**src/rtl/flag_flush_ctrl_if.sv**
```systemverilog
// rtl/flag_flush_ctrl_if.sv - execution result bus carrying per-port flags into the flush controller
interface flag_flush_ctrl_if #(
   parameter int NUM_PORTS = 4,
   parameter int SQN_W     = 7,
   parameter int PC_W      = 32
);
   logic [NUM_PORTS-1:0]       IN_res_valid;
   logic [4*NUM_PORTS-1:0]     IN_res_flags;
   logic [SQN_W*NUM_PORTS-1:0] IN_res_sqN;
   logic [PC_W*NUM_PORTS-1:0]  IN_res_pc;

   modport master (
      output IN_res_valid,
      output IN_res_flags,
      output IN_res_sqN,
      output IN_res_pc
   );

   modport slave (
      input IN_res_valid,
      input IN_res_flags,
      input IN_res_sqN,
      input IN_res_pc
   );
endinterface

```
**src/rtl/flag_flush_ctrl.sv**
```systemverilog
// rtl/flag_flush_ctrl.sv - picks the oldest flush/trap event and sequences flush pulse plus commit stall
module flag_flush_ctrl #(
   parameter int NUM_PORTS = 4,
   parameter int SQN_W     = 7,
   parameter int PC_W      = 32
) (
   input  logic                 clk,
   input  logic                 rst_n,
   flag_flush_ctrl_if.slave     res,
   input  logic [SQN_W-1:0]     IN_commitSqN,
   input  logic                 IN_squash_valid,
   input  logic [SQN_W-1:0]     IN_squash_sqN,
   input  logic                 IN_drainDone,
   output logic                 OUT_flush,
   output logic [SQN_W-1:0]     OUT_flushSqN,
   output logic [3:0]           OUT_flushFlags,
   output logic [PC_W-1:0]      OUT_flushPC,
   output logic                 OUT_isTrap,
   output logic                 OUT_stallCommit
);
   localparam logic [1:0] S_IDLE    = 2'd0;
   localparam logic [1:0] S_PENDING = 2'd1;
   localparam logic [1:0] S_FLUSH   = 2'd2;
   localparam logic [1:0] S_DRAIN   = 2'd3;

   logic [1:0]       state_q, state_d;
   logic [SQN_W-1:0] pend_sqn_q, pend_sqn_d;
   logic [3:0]       pend_flags_q, pend_flags_d;
   logic [PC_W-1:0]  pend_pc_q, pend_pc_d;

   logic             win_valid;
   logic [SQN_W-1:0] win_age, win_sqn;
   logic [3:0]       win_flags;
   logic [PC_W-1:0]  win_pc;
   logic [SQN_W-1:0] squash_age, pend_age;
   logic [SQN_W-1:0] p_sqn, p_age;
   logic [3:0]       p_flags;
   logic             p_ok;
   logic             pend_killed;

   // Ages are modular distances from the ROB head; a strict compare keeps the lowest port on ties.
   always_comb begin
      win_valid  = 1'b0;
      win_age    = '0;
      win_sqn    = '0;
      win_flags  = '0;
      win_pc     = '0;
      p_sqn      = '0;
      p_age      = '0;
      p_flags    = '0;
      p_ok       = 1'b0;
      squash_age = IN_squash_sqN - IN_commitSqN;
      for (int i = 0; i < NUM_PORTS; i++) begin
         p_flags = res.IN_res_flags[4*i +: 4];
         p_sqn   = res.IN_res_sqN[SQN_W*i +: SQN_W];
         p_age   = p_sqn - IN_commitSqN;
         p_ok    = res.IN_res_valid[i] && (p_flags >= 4'd4) && (p_flags <= 4'd14)
                   && !(IN_squash_valid && (p_age > squash_age));
         if (p_ok && (!win_valid || (p_age < win_age))) begin
            win_valid = 1'b1;
            win_age   = p_age;
            win_sqn   = p_sqn;
            win_flags = p_flags;
            win_pc    = res.IN_res_pc[PC_W*i +: PC_W];
         end
      end
   end

   always_comb begin
      state_d      = state_q;
      pend_sqn_d   = pend_sqn_q;
      pend_flags_d = pend_flags_q;
      pend_pc_d    = pend_pc_q;
      pend_age     = pend_sqn_q - IN_commitSqN;
      pend_killed  = IN_squash_valid && (pend_age > squash_age);
      case (state_q)
         S_IDLE: begin
            if (win_valid) begin
               state_d      = S_PENDING;
               pend_sqn_d   = win_sqn;
               pend_flags_d = win_flags;
               pend_pc_d    = win_pc;
            end
         end
         S_PENDING: begin
            // A killed pend frees the slot for any surviving event in the same cycle.
            if (pend_killed) begin
               state_d = S_IDLE;
               if (win_valid) begin
                  state_d      = S_PENDING;
                  pend_sqn_d   = win_sqn;
                  pend_flags_d = win_flags;
                  pend_pc_d    = win_pc;
               end
            end else if (pend_sqn_q == IN_commitSqN) begin
               state_d = S_FLUSH;
            end else if (win_valid && (win_age < pend_age)) begin
               pend_sqn_d   = win_sqn;
               pend_flags_d = win_flags;
               pend_pc_d    = win_pc;
            end
         end
         S_FLUSH: state_d = S_DRAIN;
         S_DRAIN: begin
            if (IN_drainDone) begin
               state_d = S_IDLE;
            end
         end
         default: state_d = S_IDLE;
      endcase
   end

   always_ff @(posedge clk or negedge rst_n) begin
      if (!rst_n) begin
         state_q      <= S_IDLE;
         pend_sqn_q   <= '0;
         pend_flags_q <= '0;
         pend_pc_q    <= '0;
      end else begin
         state_q      <= state_d;
         pend_sqn_q   <= pend_sqn_d;
         pend_flags_q <= pend_flags_d;
         pend_pc_q    <= pend_pc_d;
      end
   end

   assign OUT_flush       = (state_q == S_FLUSH);
   assign OUT_flushSqN    = pend_sqn_q;
   assign OUT_flushFlags  = pend_flags_q;
   assign OUT_flushPC     = pend_pc_q;
   assign OUT_isTrap      = OUT_flush && (pend_flags_q >= 4'd6) && (pend_flags_q <= 4'd14);
   assign OUT_stallCommit = ((state_q == S_PENDING) && (pend_sqn_q == IN_commitSqN))
                            || (state_q == S_FLUSH) || (state_q == S_DRAIN);
endmodule

```
**src/flat_wrapper.sv**
```systemverilog
// flat-port wrapper written by rule: the top's interface ports become plain ports
module flag_flush_ctrl_flat 
#(
   parameter int NUM_PORTS = 4,
   parameter int SQN_W     = 7,
   parameter int PC_W      = 32
)
  (clk, rst_n, IN_commitSqN, IN_squash_valid, IN_squash_sqN, IN_drainDone, OUT_flush, OUT_flushSqN, OUT_flushFlags, OUT_flushPC, OUT_isTrap, OUT_stallCommit, res_IN_res_valid, res_IN_res_flags, res_IN_res_sqN, res_IN_res_pc);
  flag_flush_ctrl_if #(.NUM_PORTS(NUM_PORTS), .SQN_W(SQN_W), .PC_W(PC_W)) res_i ();
  input  logic clk;
  input  logic rst_n;
  input  logic [SQN_W-1:0] IN_commitSqN;
  input  logic IN_squash_valid;
  input  logic [SQN_W-1:0] IN_squash_sqN;
  input  logic IN_drainDone;
  output logic OUT_flush;
  output logic [SQN_W-1:0] OUT_flushSqN;
  output logic [3:0] OUT_flushFlags;
  output logic [PC_W-1:0] OUT_flushPC;
  output logic OUT_isTrap;
  output logic OUT_stallCommit;
  input wire logic [$bits(res_i.IN_res_valid)-1:0] res_IN_res_valid;
  input wire logic [$bits(res_i.IN_res_flags)-1:0] res_IN_res_flags;
  input wire logic [$bits(res_i.IN_res_sqN)-1:0] res_IN_res_sqN;
  input wire logic [$bits(res_i.IN_res_pc)-1:0] res_IN_res_pc;
  assign res_i.IN_res_valid = res_IN_res_valid;
  assign res_i.IN_res_flags = res_IN_res_flags;
  assign res_i.IN_res_sqN = res_IN_res_sqN;
  assign res_i.IN_res_pc = res_IN_res_pc;
  flag_flush_ctrl #(.NUM_PORTS(NUM_PORTS), .SQN_W(SQN_W), .PC_W(PC_W)) u_core (.clk(clk), .rst_n(rst_n), .res(res_i), .IN_commitSqN(IN_commitSqN), .IN_squash_valid(IN_squash_valid), .IN_squash_sqN(IN_squash_sqN), .IN_drainDone(IN_drainDone), .OUT_flush(OUT_flush), .OUT_flushSqN(OUT_flushSqN), .OUT_flushFlags(OUT_flushFlags), .OUT_flushPC(OUT_flushPC), .OUT_isTrap(OUT_isTrap), .OUT_stallCommit(OUT_stallCommit));
endmodule
```
**config.mk**
```make
export PLATFORM = sky130hd
export DESIGN_NAME = flag_flush_ctrl_flat
export DESIGN_NICKNAME = d
export VERILOG_FILES = /design/src/rtl/flag_flush_ctrl_if.sv /design/src/rtl/flag_flush_ctrl.sv /design/src/flat_wrapper.sv
export SDC_FILE = /design/constraint.sdc
export NUM_CORES = 1
export LEC_CHECK = 0
export CORE_MARGIN = 4
export CORE_UTILIZATION = 47
export CTS_CLUSTER_DIAMETER = 40
export DETAILED_ROUTE_END_ITERATION = 8
export GPL_TIMING_DRIVEN = 0
export PLACE_DENSITY = 0.85
export SLEW_MARGIN = 25
export SYNTH_ARGS = -nofsm -noshare
export SYNTH_HDL_FRONTEND = slang
export SYNTH_SLANG_ARGS = --single-unit
```
**constraint.sdc**
```tcl
create_clock -name clk -period 4.1 [get_ports clk]
set_input_delay 0.82 -clock clk [delete_from_list [all_inputs] [get_ports clk]]
set_output_delay 0.82 -clock clk [all_outputs]
set_load 0.02 [all_outputs]
```
======== Yosys cells after proc, flatten, opt, wreduce, memory -nomap -nowiden ========
Index checks and enable logic that the tools add are counted.
word-level totals
  output and inout bits ................... 46
  register bits ........................... 45
  word-level logic and storage cells ...... 119
operators by class
  reductions and logical operators ........ 40
  magnitude comparators ................... 19
  $add $sub $neg .......................... 6
  eq/ne operators ......................... 9
  multiplexer cells ....................... 41
operator list
  operator                                               number
  two-way mux 32 bit                                     8
  two-way mux 7 bit                                      12
  case mux 32 bit (2 select lines)                       1
  subtractor 7 bit                                       6
  > comparator 7 bit                                     5
  two-way mux 4 bit                                      8
  < comparator 7 bit                                     4
  logical AND 1 bit                                      24
  >= comparator 4 x 3 -> 1 bit, second input constant    5
  less-or-equal comparator 4 bit, second input constant  5
  case mux 7 bit (2 select lines)                        1
  two-way mux 2 bit                                      4
  case mux 2 bit (4 select lines)                        1
  case mux 4 bit (2 select lines)                        1
  == test 7 bit                                          1
  logical NOT 1 bit                                      7
  != test 3 x 2 -> 1 bit, second input constant          2
  AND reduction 3 bit                                    2
  logical OR 1 bit                                       5
  two-way mux 1 bit                                      5
  == test 2 bit, second input constant                   2
  != test 3 x 1 -> 1 bit, second input constant          1
  == test 2 x 1 -> 1 bit, second input constant          1
  logical NOT 2 bit                                      1
  3 further kinds                                        3

======== Longest topological paths before layout ========
Gate-level depths: netlist of the first run.
  depth after elaboration ................. 24
  gate-level depth with buffers ........... 59
  mapped depth without buffers ............ 50

======== Least setup slack after synthesis of the first run ========
No wires, ideal clock.
  path type ............................... in2reg
  start point ............................. input IN_commitSqN[1]
  end point ............................... register u_core.pend_pc_q[25] (netlist: u_core.OUT_flushPC[25])
  cell stages on the path ................. 55
  data arrival time ....................... 11.205 ns
  path buffers ............................ 9
  required time ........................... 3.972 ns
  path slack .............................. -7.233 ns
  library setup time ...................... 0.128 ns
  path through ............................ inv_1 ha_1 a21o_1 a21o_1 a21o_1 a21oi_1 xor2_1 ha_1 nand2_1 a21oi_1 a221oi_2 a311o_1 clkbuf_1 buf_1 nand2_1 ha_1 o21a_1 o21ai_0 [19 not listed] a21oi_1 nor2b_1 o21ai_0 nand2b_1 a41oi_1 a41oi_2 a21oi_1 clkbuf_1 o31ai_1 ha_1 and4_1 o21ai_0 or2_2 o211ai_1 a21o_1 buf_4 buf_6 mux2_1
between the ends
  longest elaborated chain between the ends .. 22
ends and longest elaborated chain
  element                                                                                   line                                          source
  start: declaration                                                                        flat_wrapper.sv:12                            input logic [SQN_W-1:0] IN_commitSqN;
  subtractor 7 bit, on equally long branches                                                flag_flush_ctrl.sv:56, flag_flush_ctrl.sv:52
  > comparator 7 bit                                                                        flag_flush_ctrl.sv:58                         && !(IN_squash_valid && (p_age > squash_age));
  logical AND 1 bit                                                                         flag_flush_ctrl.sv:58
  logical NOT 1 bit                                                                         flag_flush_ctrl.sv:58
  logical AND 1 bit                                                                         flag_flush_ctrl.sv:58
  two-way mux 7 bit or two-way mux 1 bit (tied branches)                                    flag_flush_ctrl.sv:59                         if (p_ok && (!win_valid || (p_age < win_age))) begin
  < comparator 7 bit or logical NOT 1 bit (tied branches)                                   flag_flush_ctrl.sv:59
  logical OR 1 bit                                                                          flag_flush_ctrl.sv:59
  [6 not listed]                                                                            -
  < comparator 7 bit or logical NOT 1 bit (tied branches)                                   flag_flush_ctrl.sv:59
  logical OR 1 bit                                                                          flag_flush_ctrl.sv:59
  logical AND 1 bit                                                                         flag_flush_ctrl.sv:59
  two-way mux 7 bit or two-way mux 32 bit (tied branches)                                   flag_flush_ctrl.sv:59
  < comparator 7 bit or two-way mux 32 bit (tied branches)                                  flag_flush_ctrl.sv:97                         end else if (win_valid && (win_age < pend_age)) begin
  logical AND 1 bit or two-way mux 32 bit (tied branches)                                   flag_flush_ctrl.sv:97, flag_flush_ctrl.sv:95
  != test 3 x 1 -> 1 bit (no source line) or two-way mux 32 bit (tied branches)             -
  AND reduction 3 bit (no source line) or case mux 32 bit (2 select lines) (tied branches)  -
  end signal: assignment                                                                    flag_flush_ctrl.sv:123                        pend_pc_q <= pend_pc_d;
  end: declaration                                                                          flag_flush_ctrl.sv:29                         logic [PC_W-1:0] pend_pc_q, pend_pc_d;
Parallel ways exist; a longest one is shown, timed or not. The select of a mux whose other input is x is not followed.
A chain may end at the register's enable or synchronous reset.

======== Worst setup path in the final report of the first run ========
  start point ............................. input IN_commitSqN[1]
  end point ............................... register u_core.pend_pc_q[18] (netlist: u_core.OUT_flushPC[18])
The elaborated chain is that of the path after synthesis.

==> results.txt, run 1 <==
----------------------------------------------------
[Clock network]
  Clock transition at path regs ... ~0.070 ns
  Count of hold-fix buffers inserted at cts ... 0
  CTS HTree Levels ... 2
  Clock Latency Late Sink ... 0.30 ns
  CTS Buf Count ... 5
  Clock Sinks ... 45
  Root Driver ... clkbuf_16
  Largest buffer count on any clock path ... 2
  TritonCTS clock tree ... yes

[Setup path]
  RR Startpoint ... u_core.OUT_flushSqN[0]
  Arrival time of data at the critical path endpoint ... 10.86 ns
  Required @ worst endpoint ... 4.29 ns
  Register-to-register setup slack ... 0.09 ns
  Slowest library cell on the worst path ... fa_2
  Reg-to-Reg End ... u_core.OUT_flushPC[18]
  Element type at the critical path start ... primary input
  Launching instance or port of the critical path ... IN_commitSqN[1]
  Cells on worst reg2reg path ... 19
  Maximum cell stage delay along the critical path ... 0.42 ns
  Endpoint class of the critical path ... flip-flop
  Kind of critical path ... in2reg
  Largest driver fanout on the critical path ... 10
  Most used cell, CP ... buf_6

[Synthesis]
  Commonest register cell after synthesis ... dfrtp_1
  Sequential cell area fraction in the yosys report ... 17.2%
  Library cells used by synthesis ... 70
  Post-Syn Area ... approximately 6600 um^2
  Flip-flop and latch count after synthesis ... 45
  Number of instances in the synthesized netlist ... around 800
  Synthesis warning total ... 0
  Top cell type's share of synthesized area ... 17.2%
  EDFF count, synth ... 0
  Syn_area_per_cell ... 8.28 um^2
  Cell taking the most area after synthesis ... dfrtp_1
  Proportion of synthesized flip-flops having asynchronous set or reset ... 100%
  Synth area leaders ... dfrtp_1 (17%), ha_1 (17%), mux2_2 (4.8%)
  Net count of the mapped netlist ... 1082

[Global routing]
  Global-route wire length before repair ... 44200 um
  Vias in the first global route ... 8011
  Pin count of the biggest net entering global routing ... 30
  Initial antenna violation count ... 1
  Total grt overflow ... 0
  Global Route Usage Sum ... between 30% and 40%

[Floorplanning]
  Die boundary height ... 126 um
  Std-Cell Rows ... 42
  Number of primary I/O pins ... 240
  Starting density of the core ... just under 50%
  Horizontal extent of the die ... 126 um
  Area inside the core boundary ... 13500 um^2
  Total die area ... 15900 um^2

[Power and ir drop]
  VDD IR max ... 0.552 mV
  Net Sw Frac ... 46.2%
  Power, Total ... about 7.8 mW
  Power per standard cell area ... 721 nW/um^2
  Relative contribution of combinational cells to total power ... 82.7%
  Power spent charging and discharging nets ... 3.61 mW
  Static Leakage ... 4.66 nW
  Clock share of power ... 6.1%
  Sequential cell fraction of total power ... 11.2%
  Internal cell power ... 4.21 mW

[STA]
  Setup repair after global routing missed its margin ... true
  Final worst-path setup slack ... -6.57 ns
  Setup clock skew after layout ... 0.00502 ns
  Maximum achievable frequency ... 93.7 MHz
  Transition at the pin with the smallest max-transition slack ... ~0.64 ns
  Final period utilization ... 260%
  Worst-case headroom to the max-slew limit ... 57.2%
  Tmin final ... 10.67 ns
  Final-report max-slew violation count ... 0
  Finish-stage setup viols ... between 40 and 50
  Hold Fails Final Rpt ... 0
  Final setup TNS ... -280.05 ns

[Placed design]
  Number of buffers added on ports ... 238
  Weighted congestion at the end of routability-driven global placement ... 0.985
  Placement Setup Slack ... -8.80 ns
  DPL Wire Length ... 21600 um

[Drt]
  First-pass detailed-route iteration total ... 5
  DRC violation count after routing ... 0
  Per-cell via count in the routed design ... 6.37
  Post-detailed-route count of antenna-violating nets ... 0
  DR WL/cell ... 23.8 um
  Final wirelength ... between 30000 and 40000 um
  Total number of vias ... 8190
  First-iteration detailed-routing DRC count ... 727

[Finish]
  Share of cells above drive strength 1 ... 23.6%
  Number of inserted filler cells in the final layout ... 846
  Area growth syn-to-layout ... 65.4%
  Layout Nets ... 1398

[Min path]
  Hold crit path type ... in2async

[Run]
  Max capacitance violation total ... 0

[Run status]
  Failing checks ... setup timing
  Result of the run ... finished with violations

----------------------------------------------------
==> power groups by stage <==
stage               logic, mW  registers (mW)  clock network (mW)
detailed placement       5.30           0.871                   0
global route             6.84           0.897               0.489
CTS                      6.08           0.867               0.472
finish                   6.47           0.875               0.474
floorplan                3.44            1.11                   0
global placement         5.20           0.861                   0
==> flip-flops by register name (all words and copies together), names as in the netlist, named ones only <==
signal and count:
u_core.OUT_flushPC 32, u_core.OUT_flushSqN 7, u_core.state_q 1, u_core.OUT_flushFlags 4
==> area by class of cell <==
cell class | instances | area (um^2) | share of cell area, %
Sequential cell | 45 | 1130 | 10.4
Clock buffer | 5 | 125 | 1.15
Multi-Input combinational cell | 664 | 5800 | 53.4
Antenna cell | 1 | 2.50 | 0.0231
Clock inverter | 2 | 35.0 | 0.323
Buffer | 41 | 368 | 3.39
Timing Repair Buffer | 310 | 3000 | 27.6
Tap cell | 176 | 220 | 2.03
Inverter | 41 | 178 | 1.64
==> critical path, delay by kind of cell <==
kind	cells	cell delay, ns
buffers and inverters	13	1.71
AND/OR/NAND/NOR	13	1.61
adder cells (fa/ha/maj)	6	1.92
multiplexers	2	0.41
XOR/XNOR	1	0.12
AO/OA/AOI/OAI	22	4.19
==> cells by family after synthesis <==
kind of cell               Yosys count  synth area share (%)
buffers and inverters               83                  5.45
AOI/OAI and AO/OA                  246                  27.0
xor gates and xnor gates            36                  4.81
adders and majority gates           98                  19.3
DFF                                 45                  17.2
muxes                               60                  10.8
and+or+nand+nor                    224                  15.5
==> placed cells by master, fill, tap and decap left out, types with 8 or more instances in the layout <==
| master | count |
|---|---|
| a21o_1 | 28 |
| a21oi_1 | 25 |
| a21oi_2 | 10 |
| a22o_1 | 30 |
| a31oi_1 | 41 |
| buf_4 | 66 |
| buf_6 | 15 |
| clkbuf_1 | 13 |
| clkdlybuf4s50_1 | 222 |
| dfrtp_1 | 45 |
| ha_1 | 70 |
| ha_4 | 19 |
| inv_1 | 30 |
| mux2_1 | 21 |
| mux2_2 | 27 |
| mux2_4 | 11 |
| nand2_1 | 74 |
| nand3_1 | 43 |
| nor2_1 | 52 |
| nor2b_1 | 8 |
| o21a_1 | 15 |
| o21ai_0 | 16 |
| xnor2_1 | 17 |
| xor2_1 | 13 |
==> layer usage <==
metal	track usage, %	share of wire, %	vias up
li1	-	-	3576
met1	42.2	37	3897
met3	9.19	11	126
met4	18.0	5.4	0
met2	57.9	46	591
met5	0	0	-
==> stage by stage <==
stage               cell area (um^2)  std cells  hold slack [ns]  utilization, %
finish                         10900       1285            0.449            80.7
global placement                9390       1206            0.489            69.8
global route                   10900       1285            0.476            80.7
detailed placement              9400       1207            0.490            69.9
CTS                            10500       1269            0.456            78.1
floorplan                       6790        792            0.504               -
==> synth_stat cells (3+ instances only) <==
| master | number |
|---|---|
| nand4_1 | 7 |
| or2_2 | 4 |
| o211a_1 | 3 |
| and3_1 | 5 |
| nand2_1 | 79 |
| o21a_1 | 15 |
| ha_1 | 90 |
| o21ai_0 | 27 |
| dfrtp_1 | 45 |
| o21bai_1 | 7 |
| nor3_1 | 6 |
| o31ai_1 | 7 |
| xnor2_1 | 22 |
| nand2b_1 | 3 |
| a31oi_1 | 41 |
| inv_1 | 41 |
| a21oi_1 | 39 |
| a211oi_1 | 7 |
| a22o_1 | 30 |
| buf_2 | 10 |
| nor2_1 | 58 |
| mux2_1 | 22 |
| a21o_1 | 29 |
| buf_4 | 5 |
| mux2_4 | 9 |
| o211ai_1 | 6 |
| nand3_1 | 44 |
| nor2b_1 | 8 |
| o221ai_1 | 3 |
| fa_1 | 6 |
| clkbuf_1 | 24 |
| a211o_1 | 3 |
| mux2_2 | 28 |
| and2_1 | 3 |
| a41oi_1 | 5 |
| xor2_1 | 14 |
==> worst max-delay path by stage <==
stage,depth (start not counted),slack (ns),endpoint
finish,57,-6.57,u_core.OUT_flushPC[18]
global route,58,-6.87,u_core.OUT_flushPC[18]
CTS,60,-6.09,u_core.OUT_flushPC[18]
detailed placement,49,-8.80,u_core.OUT_flushPC[7]
global placement,49,-8.65,u_core.OUT_flushPC[30]
floorplan,57,-6.07,u_core.OUT_flushPC[11]
==> what timing repair did <==
action                     4_1_cts  5_1_grt
gates resized for setup        138       51
setup buffers                   55       15
setup endpoints to repair       46       45
hold endpoints to repair         0        0
cloned                           1        0
pin swaps                       47       45
No activity file was read; power rests on OpenSTA's default activity.
==> inputs of run 2 (changes only) <==
- CAP_MARGIN: unset -> 0
==> results of run 2 <==
No change in the layout: final DEF, timing and power equal those of run 1.
==> inputs of run 3 (changes only) <==
- CTS_BUF_LIST: unset -> sky130_fd_sc_hd__clkbuf_8
==> run 3 against run 2 <==
  * Worst setup slack better by 0.075 ns
  * Sequential power is 0.6% higher
  * The run still ends with setup timing left
  * First-iteration DRC count is 16% higher
  * Cell count is 2.0% higher
  * Critical endpoint is now u_core.OUT_flushPC[21]
  * Count of clock-buffer cells in the layout stayed put
  * Routed wire length is 3.2% higher
  * Via count is 1.1% higher
  * Power is 6.1% higher
  * Global-route usage is 1.3 points higher
  * Highest routed layer unchanged
==> results.txt, run 3 (same netlist as run 1, synthesis figures left out) <==
----------------------------------------------------
[Drt]
  Final wirelength ... 31600 um (+3.2%)
  First-pass detailed-route iteration total ... 6 (+1)
  Per-cell via count in the routed design ... 6.31 (-0.93%)
  Total number of vias ... 8278 (+1.1%)
  Post-detailed-route count of antenna-violating nets ... 0 (unchanged)
  First-iteration detailed-routing DRC count ... 840 (+16%)
  DRC violation count after routing ... 0 (unchanged)
  DR WL/cell ... 24.1 um (+1.2%)

[Setup path]
  Launching instance or port of the critical path ... IN_squash_sqN[3]
  Reg-to-Reg End ... u_core.OUT_flushPC[21]
  Element type at the critical path start ... primary input
  Register-to-register setup slack ... 0 ns (-0.09 ns)
  Arrival time of data at the critical path endpoint ... 10.81 ns (-0.05 ns)
  Maximum cell stage delay along the critical path ... 0.46 ns (+0.04 ns)
  Kind of critical path ... in2reg
  Slowest library cell on the worst path ... a311o_2
  Endpoint class of the critical path ... flip-flop
  Stages on the worst setup path ... 56 (-1.8%)
  Worst setup path endpoint ... u_core.OUT_flushPC[21]
  RR Startpoint ... u_core.OUT_flushSqN[0]
  Most used cell, CP ... buf_6
  Buffers plus inverters on the worst setup path ... 13 (unchanged)
  Cells on worst reg2reg path ... 20 (+1)
  Largest driver fanout on the critical path ... 10 (unchanged)
  Required @ worst endpoint ... 4.31 ns (+0.02 ns)
  Cell family with the largest share of critical-path delay ... compound AO/OA/AOI/OAI gates

[Global routing]
  Pin count of the biggest net entering global routing ... 30 (unchanged)
  Vias in the first global route ... 8382 (+4.6%)
  Initial antenna violation count ... 0 (-1)
  Global Route Usage Sum ... 36.5% (+1.3 points)
  Global-route wire length before repair ... 46000 um (+4.1%)
  Total grt overflow ... 0 (unchanged)

[Finish]
  Number of flip-flops under the largest register name ... 32 (unchanged)
  Final design area excluding fillers ... 11000 um^2 (+1.0%)
  Final instance count without filler cells ... 1311 (+2.0%)
  Area growth syn-to-layout ... 67.1%
  Post-route core utilization ... 81.5% (+0.85 points)
  Antenna diode count ... 0 (-1)
  Area occupied by multi-input gates ... 5730 um^2 (-1.2%)
  Most common library cell in the layout ignoring fill and taps ... clkdlybuf4s50_1
  Share of cells above drive strength 1 ... 24.7% (+1.0 points)
  Leading cell types in the layout, fill and taps excluded ... clkdlybuf4s50_1 (224), buf_4 (88), nand2_1 (75)
  Combined flip-flop and latch cell area ... 1130 um^2 (unchanged)
  Layout Nets ... 1425 (+1.9%)
  Number of inserted filler cells in the final layout ... 826 (-2.4%)

[STA]
  Transition at the pin with the smallest max-transition slack ... 0.734 ns (+0.0951 ns)
  Final period utilization ... 259% (-1.8 points)
  Maximum achievable frequency ... 94.3 MHz (+0.70%)
  Hold Fails Final Rpt ... 0 (unchanged)
  Setup repair after global routing missed its margin ... true
  Final worst-path setup slack ... -6.50 ns (+0.0746 ns)
  Setup clock skew after layout ... 0.0111 ns (+0.00608 ns)
  Worst-case headroom to the max-slew limit ... 50.4% (-6.8 points)
  Tmin final ... 10.60 ns (-0.0746 ns)
  Finish-stage setup viols ... 44 (unchanged)
  Final-report max-slew violation count ... 0 (unchanged)

[Clock network]
  Root Driver ... clkbuf_8
  CTS Buf Count ... 5 (unchanged)
  Largest buffer count on any clock path ... 2 (unchanged)
  Clock Latency Late Sink ... 0.32 ns (+0.02 ns)
  Count of hold-fix buffers inserted at cts ... 0 (unchanged)
  CTS HTree Levels ... 2 (unchanged)
  Clock transition at path regs ... 0.09 ns (+0.02 ns)
  Clock Sinks ... 45 (unchanged)
  TritonCTS clock tree ... yes

[Placed design]
  Number of placed cells counting well taps ... 1207 (unchanged)
  Weighted congestion at the end of routability-driven global placement ... 0.985 (unchanged)
  Post-detailed-placement cell area ... 9400 um^2 (unchanged)
  DPL Wire Length ... 21600 um (unchanged)
  Placement Setup Slack ... -8.80 ns (unchanged)
  Number of buffers added on ports ... 238 (unchanged)

[Power and ir drop]
  Power per standard cell area ... 756 nW/um^2 (+5.0%)
  Power, Total ... 8.29 mW (+6.1%)
  Static Leakage ... 4.76 nW (+2.1%)
  VDD IR max ... 0.611 mV (+11%)

[Min path]
  Hold crit path type ... in2async

[Floorplanning]
  Horizontal extent of the die ... 126 um (unchanged)
  Starting density of the core ... 48.8% (unchanged)
  Area inside the core boundary ... 13500 um^2 (unchanged)
  Die boundary height ... 126 um (unchanged)
  Number of primary I/O pins ... 240 (unchanged)
  Total die area ... 15900 um^2 (unchanged)
  Std-Cell Rows ... 42 (unchanged)

[Run]
  Max capacitance violation total ... 0 (unchanged)

[Run status]
  Result of the run ... finished with violations
  Failing checks ... setup timing

----------------------------------------------------
## run 3: cell types whose count changed in the layout (fill, tap and decap cells not counted), moves of 3 or more
cell	previous run	this run
buf_6	15	19
ha_4	19	16
clkbuf_16	5	1
clkbuf_8	5	10
buf_4	66	88
ha_2	1	4
## run 3: cell type report
type / count / area share (%)
well taps: 176 / 2.01
repair buffers: 340 / 29.9
clock buffers: 5 / 0.627
multi-input cells: 664 / 52.2
clock inverters: 2 / 0.319
inverters: 41 / 1.62
plain buffers: 38 / 3.00
flip-flops and latches: 45 / 10.3
## run 3: how the worst min path moves through the flow
stage | to | slack [ns] | cells past startpoint
after floorplan | u_core.state_q[0] | 0.50 | 1
after global placement | u_core.OUT_flushPC[16] | 0.49 | 1
after detailed placement | u_core.OUT_flushPC[26] | 0.49 | 1
after CTS | u_core.OUT_flushPC[19] | 0.43 | 1
after global routing | u_core.OUT_flushPC[19] | 0.45 | 1
final | u_core.OUT_flushPC[19] | 0.42 | 1
## run 3: per-layer routing
| metal | wire length (um) | GRT usage (%) | vias to the layer above | share of wire (%) |
|---|---|---|---|---|
| li1 | - | - | 3615 | - |
| met5 | 0 | 0 | - | 0 |
| met4 | 2220 | 20.2 | 0 | 7.0 |
| met2 | 14400 | 60.4 | 576 | 46 |
| met1 | 11600 | 42.8 | 3909 | 37 |
| met3 | 3290 | 9.70 | 178 | 10 |
## run 3: repair_timing
action / CTS / global route
cloned: 2 / 1
setup endpoints to repair: 46 / 45
setup buffers: 79 / 19
gates resized for setup: 149 / 28
pin swaps: 74 / 47
## run 3: worst reg2reg max path, stage by stage (launching register included)
cell and delay [ns]:
dfrtp_1 0.41, inv_1 0.07, ha_1 0.13, inv_1 0.05, fa_1 0.39, a21o_1 0.20
a21oi_1 0.26, o21bai_1 0.10, a21oi_1 0.17, xor2_1 0.21, inv_1 0.07, ha_1 0.28
and4_1 0.22, o21ai_2 0.07, or2_4 0.22, o211ai_1 0.27, a21o_1 0.18, buf_6 0.14
buf_6 0.12, buf_16 0.12, mux2_4 0.29
## run 3: power breakdown
group          switching [mW]  leakage, nW  internal [mW]
Sequential              0.167        0.549          0.713
Combinational            3.44         4.16           3.62
Clock                   0.175       0.0540          0.178
Total                    3.78         4.76           4.51
## run 3: through the flow
step	hold slack, ns	setup TNS, ns
detailed placement	0.490	-377.58
finish	0.422	-276.81
global route	0.446	-290.36
global placement	0.489	-371.32
floorplan	0.504	-258.83
CTS	0.433	-265.17
